==> config.mk <==
export PLATFORM = sky130hd
export DESIGN_NAME = muldiv
export DESIGN_NICKNAME = d
export VERILOG_FILES = /design/src/rtl/muldiv_pkg.sv /design/src/rtl/muldiv.sv
export SDC_FILE = /design/constraint.sdc
export NUM_CORES = 1
export LEC_CHECK = 0
export BUFFER_PORTS_ARGS = -buffer_cell sky130_fd_sc_hd__buf_2
export CAP_MARGIN = 40
export CORE_MARGIN = 1.5
export CORE_UTILIZATION = 40
export DETAILED_ROUTE_END_ITERATION = 10
export GPL_ROUTABILITY_DRIVEN = 0
export GPL_TIMING_DRIVEN = 0
export MAX_ROUTING_LAYER = met4
export SLEW_MARGIN = 20
export SYNTH_ARGS = -nofsm -noshare
export SYNTH_HDL_FRONTEND = slang
export SYNTH_SLANG_ARGS = --single-unit
==> constraint.sdc <==
create_clock -name clk -period 8.5 [get_ports clk]
set_clock_uncertainty 0.05 [all_clocks]
set_input_delay 0.425 -clock clk [delete_from_list [all_inputs] [get_ports clk]]
set_output_delay 0.425 -clock clk [all_outputs]
set_load 0.05 [all_outputs]
==> src/rtl/muldiv_pkg.sv <==
// Shared encodings for the multiply/divide unit: operation codes and FSM states.
package muldiv_pkg;

  typedef enum logic [1:0] {
    MD_MULT  = 2'b00,
    MD_MULTU = 2'b01,
    MD_DIV   = 2'b10,
    MD_DIVU  = 2'b11
  } md_op_e;

  typedef enum logic [1:0] {
    IDLE = 2'b00,
    RUN  = 2'b01,
    FIX  = 2'b10
  } md_state_e;

endpackage

==> src/rtl/muldiv.sv <==
// Iterative radix-2 multiply/divide unit with HI/LO registers.
// Datapath runs on magnitudes; sign correction is applied in the FIX cycle.
module muldiv
  import muldiv_pkg::*;
#(
  parameter int WIDTH = 32
) (
  input  logic             clk,
  input  logic             reset,
  input  logic             start,
  input  logic [1:0]       op,
  input  logic [WIDTH-1:0] rs_data,
  input  logic [WIDTH-1:0] rt_data,
  input  logic             hilo_we,
  input  logic             hilo_sel,
  input  logic [WIDTH-1:0] hilo_wdata,
  output logic             busy,
  output logic             done,
  output logic [WIDTH-1:0] hi,
  output logic [WIDTH-1:0] lo
);

  localparam int CW = $clog2(WIDTH) + 1;

  md_state_e          state, state_nxt;
  md_op_e             op_q;
  logic [WIDTH-1:0]   opa;      // multiplicand or divisor magnitude
  logic [WIDTH-1:0]   rs_raw;
  logic [2*WIDTH-1:0] acc, acc_step;
  logic [CW-1:0]      count;
  logic               neg_res, neg_rem, div_zero;
  logic               is_div;

  logic               sgn, a_neg, b_neg;
  logic [WIDTH-1:0]   a_mag, b_mag;

  logic [WIDTH:0]     mul_sum, div_diff;
  logic [WIDTH-1:0]   div_rem;
  logic [2*WIDTH-1:0] prod_fix;
  logic [WIDTH-1:0]   q_fix, r_fix;

  function automatic logic [WIDTH-1:0] abs_val(input logic [WIDTH-1:0] v, input logic neg);
    return neg ? -v : v;
  endfunction

  assign is_div = (op_q == MD_DIV) || (op_q == MD_DIVU);
  assign busy   = (state != IDLE);

  always_comb begin
    sgn   = (md_op_e'(op) == MD_MULT) || (md_op_e'(op) == MD_DIV);
    a_neg = sgn & rs_data[WIDTH-1];
    b_neg = sgn & rt_data[WIDTH-1];
    a_mag = abs_val(rs_data, a_neg);
    b_mag = abs_val(rt_data, b_neg);
  end

  // One radix-2 step: shift-add for multiply, restoring subtract for divide.
  always_comb begin
    mul_sum  = {1'b0, acc[2*WIDTH-1:WIDTH]} + (acc[0] ? {1'b0, opa} : '0);
    div_diff = acc[2*WIDTH-1:WIDTH-1] - {1'b0, opa};
    div_rem  = div_diff[WIDTH] ? acc[2*WIDTH-2:WIDTH-1] : div_diff[WIDTH-1:0];
    if (is_div) acc_step = {div_rem, acc[WIDTH-2:0], ~div_diff[WIDTH]};
    else        acc_step = {mul_sum, acc[WIDTH-1:1]};
  end

  always_comb begin
    prod_fix = neg_res ? -acc : acc;
    q_fix    = abs_val(acc[WIDTH-1:0], neg_res);
    r_fix    = abs_val(acc[2*WIDTH-1:WIDTH], neg_rem);
  end

  always_comb begin
    state_nxt = state;
    case (state)
      IDLE:    if (start) state_nxt = RUN;
      RUN:     if (count == CW'(WIDTH - 1)) state_nxt = FIX;
      FIX:     state_nxt = IDLE;
      default: state_nxt = IDLE;
    endcase
  end

  always_ff @(posedge clk) begin
    if (reset) state <= IDLE;
    else       state <= state_nxt;
  end

  always_ff @(posedge clk) begin
    if (reset) begin
      done     <= 1'b0;
      hi       <= '0;
      lo       <= '0;
      acc      <= '0;
      opa      <= '0;
      rs_raw   <= '0;
      count    <= '0;
      op_q     <= MD_MULT;
      neg_res  <= 1'b0;
      neg_rem  <= 1'b0;
      div_zero <= 1'b0;
    end else begin
      done <= 1'b0;
      case (state)
        IDLE: begin
          if (start) begin
            op_q     <= md_op_e'(op);
            count    <= '0;
            rs_raw   <= rs_data;
            neg_res  <= a_neg ^ b_neg;
            neg_rem  <= a_neg;
            div_zero <= (rt_data == '0);
            if (op[1]) begin
              opa <= b_mag;
              acc <= {{WIDTH{1'b0}}, a_mag};
            end else begin
              opa <= a_mag;
              acc <= {{WIDTH{1'b0}}, b_mag};
            end
          end else if (hilo_we) begin
            if (hilo_sel) hi <= hilo_wdata;
            else          lo <= hilo_wdata;
          end
        end
        RUN: begin
          acc   <= acc_step;
          count <= count + 1'b1;
        end
        FIX: begin
          done <= 1'b1;
          if (!is_div) begin
            hi <= prod_fix[2*WIDTH-1:WIDTH];
            lo <= prod_fix[WIDTH-1:0];
          end else if (div_zero) begin
            hi <= rs_raw;
            lo <= '1;
          end else begin
            hi <= r_fix;
            lo <= q_fix;
          end
        end
        default: ;
      endcase
    end
  end

endmodule

Word level (Yosys, flattened, before mapping)
Cells that the tools add are included.
- logic and storage cells: 79
- register bits: 206
- output and inout bits: 66
- bits of input ports: 103
- add/sub/neg operators: 8
- equality and inequality tests: 12
- bitwise logic cells: 4
- multiplexer cells: 30
- reduce and logical (&&, ||, !) cells: 13
- operator list (operator ; number):
    $mux W32 ; 18
    $mux W64 ; 3
    $neg A32 Y32 ; 4
    $pmux W32 S2 ; 2
    $pmux W64 S2 ; 1
    $neg A64 Y64 ; 1
    $add A32 B32 Y33 ; 1
    $sub A33 B32 Y33 ; 1
    $logic_not A32 Y1 ; 1
    $ne A2 B2 Y1 const B ; 6
    $pmux W6 S2 ; 1
    $eq A2 B2 Y1 const B ; 4
    $reduce_and A4 Y1 ; 2
    $add A6 B1 Y6 const B ; 1
    $eq A6 B5 Y1 const B ; 1
    $mux W6 ; 1
    $reduce_and A2 Y1 ; 3
    $reduce_bool A2 Y1 ; 3
    $logic_not A2 Y1 ; 2
    $mux W2 ; 2
    $pmux W2 S2 ; 1
    $and A1 B1 Y1 ; 2
    $eq A2 B1 Y1 const B ; 1
    $logic_or A1 B1 Y1 ; 2
    3 further kinds ; 3

Longest topological paths before layout
Gate-level depths: netlist (run 1).
- depth in word-level cells: 7
- mapped depth: 15
- mapped depth without buffers: 13

Worst setup path before layout (run 1)
No wires, ideal clock.
- path kind: reg2reg
- from: register acc[7]
- to: register hi[10]
- stages on the path, launching flop included: 13
- slack: 4.801 ns
- library setup time: 0.128 ns
- data arrival time: 3.521 ns
- path buffers: 3
- period minus slack after synthesis: 3.699 ns
- cells stage by stage: dfxtp_1 > buf_6 > or4_4 > or4_4 > or3_1 > buf_2 > or4_4 > or2_1 > buf_2 > or4_1 > mux2_1 > a21oi_1 > nor2_1
- longest elaborated chain between the ends: 4
- ends and longest elaborated chain (what ; line ; source):
    start: declaration ; muldiv.sv:29 ; logic [2*WIDTH-1:0] acc, acc_step;
    start signal: assignment ; muldiv.sv:113 ; acc <= {{WIDTH{1'b0}}, a_mag};
    start signal: assignment ; muldiv.sv:116 ; acc <= {{WIDTH{1'b0}}, b_mag};
    start signal: assignment ; muldiv.sv:124 ; acc <= acc_step;
    $neg A64 Y64 ; muldiv.sv:67 ; prod_fix = neg_res ? -acc : acc;
    $mux W64 ; muldiv.sv:67 ;
    $mux W32 ; muldiv.sv:129 ; if (!is_div) begin
    $pmux W32 S2 ; muldiv.sv:102 ; case (state)
    end signal: assignment ; muldiv.sv:130 ; hi <= prod_fix[2*WIDTH-1:WIDTH];
    end signal: assignment ; muldiv.sv:133 ; hi <= rs_raw;
    end signal: assignment ; muldiv.sv:136 ; hi <= r_fix;
    end: declaration ; muldiv.sv:19 ; output logic [WIDTH-1:0] hi,
No other way between the ends.
A chain may end at the register's enable or synchronous reset.

Final worst setup path (run 1)
- from: register acc[32]
- to: register acc[46]
- longest elaborated chain between the ends: 4
- elaborated cells on any way between the ends: 5
- classes of those cells: 2 x add/sub; 3 x mux
- ends and longest elaborated chain (what ; line ; source):
    $sub A33 B32 Y33 ; muldiv.sv:60 ; div_diff = acc[2*WIDTH-1:WIDTH-1] - {1'b0, opa};
    $mux W32 ; muldiv.sv:61 ; div_rem = div_diff[WIDTH] ? acc[2*WIDTH-2:WIDTH-1] : div_diff[WIDTH-1:0];
    $mux W64 * ; muldiv.sv:62 ; if (is_div) acc_step = {div_rem, acc[WIDTH-2:0], ~div_diff[WIDTH]};
    $pmux W64 S2 * ; muldiv.sv:102 ;
Mark *: on every way between the ends. The rest lies on a longest branch, timed or not.

==> results of run 1 <==
==> sequential cells by signal (all words and copies together) (netlist names) <==
name,flops
neg_res,1
acc,64
div_zero,1
opa,32
state,2
count,6
lo,32
done,1
neg_rem,1
rs_raw,32
op_q,1
hi,32
==> tightest hold or removal path, delay by kind of cell <==
family	cells	cell delay, ns
compound gates	1	0.05
simple gates	1	0.06
buf+inv	1	0.13
==> metal layers <==
| metal | vias to the layer above | share of wire (%) |
|---|---|---|
| met4 | 0 | 5.8 |
| met5 | - | 0 |
| met3 | 237 | 11 |
| li1 | 8779 | - |
| met2 | 1176 | 42 |
| met1 | 9035 | 41 |
==> cell families after synthesis <==
group           Yosys count  synth area share (%)
compound gates          790                 30.51
xor+xnor                190                 9.934
fa+ha+maj                71                 5.393
buf+inv                 250                 5.736
flops                   205                 24.50
mux                      66                 3.989
simple gates            729                 19.94
==> how the worst min path moves through the flow <==
stage	start	end	slack, ns	cells after the start
final	rs_data[5]	rs_raw[5]	0.1	3
after global routing	rs_data[5]	rs_raw[5]	0.11	3
after detailed placement	lo[15]	lo[15]	0.40	2
after floorplan	rs_raw[31]	rs_raw[31]	0.38	2
after global placement	lo[3]	lo[3]	0.39	2
after CTS	rs_data[9]	rs_raw[9]	0.08	3
==> metrics by stage <==
stage / power (mW) / cells / hold WS (ns)
after floorplan: 1.669 / 2301 / 0.3811
after global placement: 1.975 / 3000 / 0.3920
after detailed placement: 1.984 / 3002 / 0.3962
after CTS: 3.154 / 3047 / 0.08389
after global routing: 3.290 / 3052 / 0.1063
final: 3.191 / 3052 / 0.09950
==> cell type report <==
cell class | count | area (um2) | area share (%)
Tap cell | 532 | 665.6 | 3.466
Sequential cell | 205 | 4104 | 21.37
Timing Repair Buffer | 174 | 884.6 | 4.607
Buffer | 195 | 754.5 | 3.929
Clock buffer | 33 | 726.9 | 3.786
Inverter | 55 | 206.4 | 1.075
Multi-Input combinational cell | 1846 | 11690 | 60.86
Clock inverter | 12 | 173.9 | 0.9057
==> cells in the mapped netlist, types with 34 or more instances <==
cell,n,area [um2]
nor3_1,52,260.3
o211ai_1,42,315.3
clkbuf_1,168,630.6
a211oi_1,87,653.1
nand2_1,276,1036
xor2_1,89,779.5
or3_1,34,212.7
a21o_1,38,285.3
a21oi_1,240,1201
dfxtp_1,205,4104
ha_1,69,863.3
nor2_1,199,747.0
inv_1,54,202.7
xnor2_1,101,884.6
mux2i_1,60,600.6
o21ai_0,152,760.7
==> power groups by stage <==
stage / logic (mW) / clock network, mW / registers, mW
finish: 0.927 / 1.18 / 1.08
global route: 0.981 / 1.23 / 1.08
CTS: 0.892 / 1.19 / 1.08
detailed placement: 0.887 / 0 / 1.10
global placement: 0.879 / 0 / 1.10
floorplan: 0.560 / 0 / 1.11
==> summary.txt, run 1 <==
Global routing
  • Met2 GRT Util: about half
  • Met1 GRT Util: between 40% and 50%
  • Initial antenna violation count: 0
  • Vias in the first global route: 17680
  • Global route overflow: 0
  • First-pass GRT wire length: ~110000 um
  • Largest net degree at the start of global routing: 14
  • Tot GR Track Use: between 30 and 40%
  • Met3 Track Usage GR: 7.156%
  • GRT Max-Usage Layer: met2

Power
  • Power Density: 166.2 nW/um2
  • Sw Share: between 30% and 40%
  • Comb pwr share: 29.0%
  • Clock network fraction of total power: roughly 37%
  • Share of power burned in registers: approximately 34%
  • Design internal power: 2.039 mW
  • Switching power total: ~1.2 mW
  • LEAKAGE: about 7.7 nW
  • Worst vdd ir: approximately 0.00013 V

Min path
  • HP Class: in -> reg

Drt
  • Routed wire length: around 74000 um
  • Detailed Route Iter0 Violations: 2699
  • Routed vias/inst: around 6.3
  • Via count: 19230
  • Initial DRT Pass Iterations: 9
  • DR WL/cell: about 24 um
  • ANT nets after route: 0
  • Residual DRC: 0

CTS
  • PostCTS Resize Cnt: 0
  • Clock slew at reported path FFs: around 0.06 ns
  • CTS tree: built
  • Post-CTS setup buffers: 0
  • Clock sinks: 205
  • Total CTS buffers: 26
  • CTS Buffer Depth: 3
  • H-tree depth: 1
  • Hold_buf cts: 0
  • Clock Latency Late Sink: roughly 0.55 ns
  • Clk root buf: clkbuf_16

STA
  • Max Fclk: about 200 MHz
  • Max_slew headroom: about 33%
  • Worst slew pin tran: about 1.0 ns
  • Final Slew Violations: 0
  • TNS Setup: 0 ns
  • Fin. Hold Viols: 0
  • Post-route setup slack: ~3.5 ns
  • # setup viols final: 0
  • Tmin final: roughly 5.0 ns
  • RSZ-0062 raised after global routing: no
  • Fin crit share: 59.19%

Die
  • Die area: approximately 43000 um2
  • Initial Util: between 40% and 50%
  • Rows: 74
  • Total core area: approximately 40000 um2
  • Ports: ~170
  • Die height: about 210 um
  • Die Wd: 207.6 um

Job
  • Max_cap viols: 0

Synth
  • Synth Cell Area: 16750 um2
  • Library cells used by synthesis: 75
  • Number of synthesized register bits: 205
  • Mapped Cells: 2301
  • Post-synth EDFFs: 0
  • Sequential cell area fraction in the yosys report: between 20% and 30%
  • Async SR Flop Fraction: 0%
  • Synthesized Nets: between 2000 and 2500
  • Top FF cell, synth: dfxtp_1
  • Post-Syn Area per Cell: between 7 and 8 um2
  • Yosys warnings: 0

Critical path
  • Crit-path slowest cell: clkbuf_1
  • Worst EP arrival: between 5 and 6 ns
  • CP startpoint: acc[32]
  • Critical path depth: 13
  • Crit start category: flip-flop
  • R2R cell count: 13
  • CP max FO: 10
  • CP endpoint: acc[46]
  • CP Data Required Time: around 8.9 ns
  • CP max stage delay: approximately 0.66 ns
  • Crit path cell chain: inv_1 > fa_1 > nor2b_1 > o31ai_1 > a211o_1 > a21oi_1 > o21ai_0 > and3_1 > nor2_1 > clkbuf_1 > clkbuf_1 > mux2i_1 > o21ai_0
  • R2r setup slk: approximately 3.5 ns
  • Cell family with most CP delay: buffers and inverters
  • R2r endpoint: acc[46]
  • FF-to-FF Start: acc[32]
  • Crit path buffers/inverters: 3
  • Critical setup path kind: reg -> reg
  • Crit end category: flip-flop

Placed design
  • Dpl hpwl: 59690 um
  • PortBufs: roughly 170
  • Placed instance area: between 15000 and 20000 um2
  • Post-placement setup slack: between 3 and 4 ns

Final layout
  • Most frequent cells in the layout: nand2_1 (276), a21oi_1 (240), dfxtp_1 (205)
  • Final core area utilization: around 47%
  • Commonest non-fill, non-tap cell in the layout: nand2_1
  • Diodes inserted: 0
  • Post-route cell area: just under 20000 um2
  • Final net count: between 2000 and 3000
  • Layout cell share with drive strength beyond 1: between 10% and 20%
  • Area delta synth->final: 14.63%
  • Fillers: around 4300

Outcome
  • Status: finished clean
No activity file was read; power rests on OpenSTA's default activity.
==> inputs of run 2 (changes only) <==
==> constraint.sdc (replaced) <==
create_clock -name clk -period 4.1 [get_ports clk]
set_clock_uncertainty 0.05 [all_clocks]
set_input_delay 0.205 -clock clk [delete_from_list [all_inputs] [get_ports clk]]
set_output_delay 0.205 -clock clk [all_outputs]
set_load 0.05 [all_outputs]
==> summary.txt, run 2 (synthesis results as in run 1) <==
Final layout
  • Commonest non-fill, non-tap cell in the layout: nand2_1
  • Area delta synth->final: 17.21%
  • Top reg by flops: acc
  • Final net count: 2714 (+1.4%)
  • Number of flip-flops under the largest register name: 64 (unchanged)
  • Most frequent cells in the layout: nand2_1 (276), a21oi_1 (238), dfxtp_1 (201)
  • Final core area utilization: 47.76% (+1.1 points)
  • Diodes inserted: 0 (unchanged)
  • Layout cell share with drive strength beyond 1: 10.48% (+0.48 points)
  • Post-route cell area: 19630 um2 (+2.2%)

Critical path
  • Crit end category: flip-flop
  • Cell family with most CP delay: simple AND/OR/NAND/NOR gates
  • R2R cell count: 13 (unchanged)
  • CP Data Required Time: 4.46 ns (-4.40 ns)
  • CP max stage delay: 0.55 ns (-0.11 ns)
  • Crit start category: flip-flop
  • Worst EP arrival: 4.36 ns (-1.03 ns)
  • Critical path depth: 13 (unchanged)
  • CP max FO: 10 (unchanged)
  • FF-to-FF Start: acc[8]
  • Crit path buffers/inverters: 4 (+1)
  • Crit-path slowest cell: or4_4
  • CP startpoint: acc[8]
  • Crit path cell chain: clkbuf_2 > or4_4 > or4_4 > or3_1 > buf_2 > or4_4 > or2_1 > buf_2 > clkbuf_1 > nor3_1 > a31oi_1 > o21ai_1 > a211oi_1
  • Most frequent CP cell: or4_4
  • Critical setup path kind: reg -> reg

Global routing
  • Vias in the first global route: 17950 (+1.6%)
  • Global route overflow: 0 (unchanged)
  • Largest net degree at the start of global routing: 14 (unchanged)
  • Initial antenna violation count: 0 (unchanged)
  • First-pass GRT wire length: 110100 um (+0.85%)
  • Tot GR Track Use: 34.17% (+0.28 points)

CTS
  • CTS Buffer Depth: 3 (unchanged)
  • H-tree depth: 1 (unchanged)
  • Total CTS buffers: 26 (unchanged)
  • Clk root buf: clkbuf_16
  • Clock sinks: 205 (unchanged)
  • CTS tree: built
  • Clock Latency Late Sink: 0.56 ns (about the same)
  • Clock slew at reported path FFs: 0.06 ns (about the same)

STA
  • Final Slew Violations: 0 (unchanged)
  • Fin crit share: 97.48% (+38 points)
  • Tmin final: 3.997 ns (-1.034 ns)
  • Max_slew headroom: 32.98% (about the same)
  • Max Fclk: 250.2 MHz (+26%)
  • # setup viols final: 0 (unchanged)
  • RSZ-0062 raised after global routing: no
  • Post-route setup slack: 0.1033 ns (-3.366 ns)
  • Fin. Hold Viols: 0 (unchanged)
  • Worst slew pin tran: 0.9993 ns (+0.0002477 ns)
  • Hold WS: 0.007177 ns (-0.09233 ns)

Drt
  • Residual DRC: 0 (unchanged)
  • Routed wire length: 74960 um (+0.94%)
  • Initial DRT Pass Iterations: 8 (-1)
  • DR WL/cell: 24.27 um (-0.27%)
  • Routed vias/inst: 6.316 (+0.26%)
  • ANT nets after route: 0 (unchanged)
  • Via count: 19510 (+1.5%)
  • Detailed Route Iter0 Violations: 2795 (+3.6%)

Die
  • Rows: 74 (unchanged)
  • Total core area: 41110 um2 (unchanged)
  • Die area: 43110 um2 (unchanged)
  • Initial Util: 40.75% (unchanged)
  • Ports: 169 (unchanged)
  • Die Wd: 207.6 um (unchanged)
  • Die height: 207.6 um (unchanged)

Power
  • LEAKAGE: 7.892 nW (+2.4%)
  • Worst vdd ir: 0.0002732 V (+110%)
  • Tot Pwr: 6.660 mW (+110%)
  • Power Density: 339.2 nW/um2 (+100%)

Placed design
  • Post-placement setup slack: -0.7706 ns (-4.400 ns)
  • Dpl hpwl: 59690 um (unchanged)
  • Placed instance area: 18260 um2 (unchanged)
  • PortBufs: 167 (unchanged)

Min path
  • Worst hold stages: 3 (unchanged)
  • HP Class: in -> reg
  • Hold_sp: hilo_wdata[4]

Outcome
  • Status: finished clean

Job
  • Max_cap viols: 0 (unchanged)
## run 2: final timing paths
path	endpoint	slack [ns]
max	hi[14]	0.10
min	hi[4]	0.007
max reg2reg	hi[14]	0.10
min reg2reg	lo[9]	0.40
## run 2: timing repair
action / 4_1_cts / 5_1_grt
resized for setup: 9 / 21
gates cloned: 0 / 0
endpoints found under the hold margin: 39 / 0
setup endpoints to repair: 42 / 25
hold buffers: 39 / 0
buffers inserted: 0 / 0
## run 2: layer usage
| metal | vias up | GRT usage (%) | wire, um |
|---|---|---|---|
| li1 | 8853 | - | - |
| met1 | 9099 | 44.50 | 30720 |
| met2 | 1301 | 50.26 | 31260 |
| met3 | 257 | 6.808 | 8506 |
| met4 | 0 | 16.91 | 4471 |
| met5 | - | - | 0 |
## run 2: final cells by class
| cell class | count | area, um2 |
|---|---|---|
| clock inverter | 12 | 173.9 |
| sequential | 205 | 4109 |
| multi-input combinational | 1846 | 11720 |
| timing repair buffer | 212 | 1270 |
| buffer | 194 | 767.0 |
| clock buffer | 33 | 726.9 |
| fill | 4236 | 21480 |
| inverter | 55 | 206.4 |
| tap | 532 | 665.6 |
## run 2: report_power, final
group          internal, mW  switching, mW  total (mW)
clock network          1.50          0.962        2.46
logic                 0.653           1.30        1.96
registers              2.11          0.138        2.25
total                  4.26           2.40        6.66
## run 2: through the flow
step / setup TNS [ns] / std cells
6_report: 0 / 3089
5_1_grt: 0 / 3089
4_1_cts: 0 / 3085
3_5_place_dp: -13.18 / 3002
3_3_place_gp: -11.97 / 3000
2_1_floorplan: 0 / 2301
## run 2: worst reg2reg max path: cells and delay by family, from the launching register on
kind                   cells  cell delay, ns
buffers and inverters      4            0.80
DFF                        1            0.29
AOI/OAI and AO/OA          3            0.45
and+or+nand+nor            6            2.25
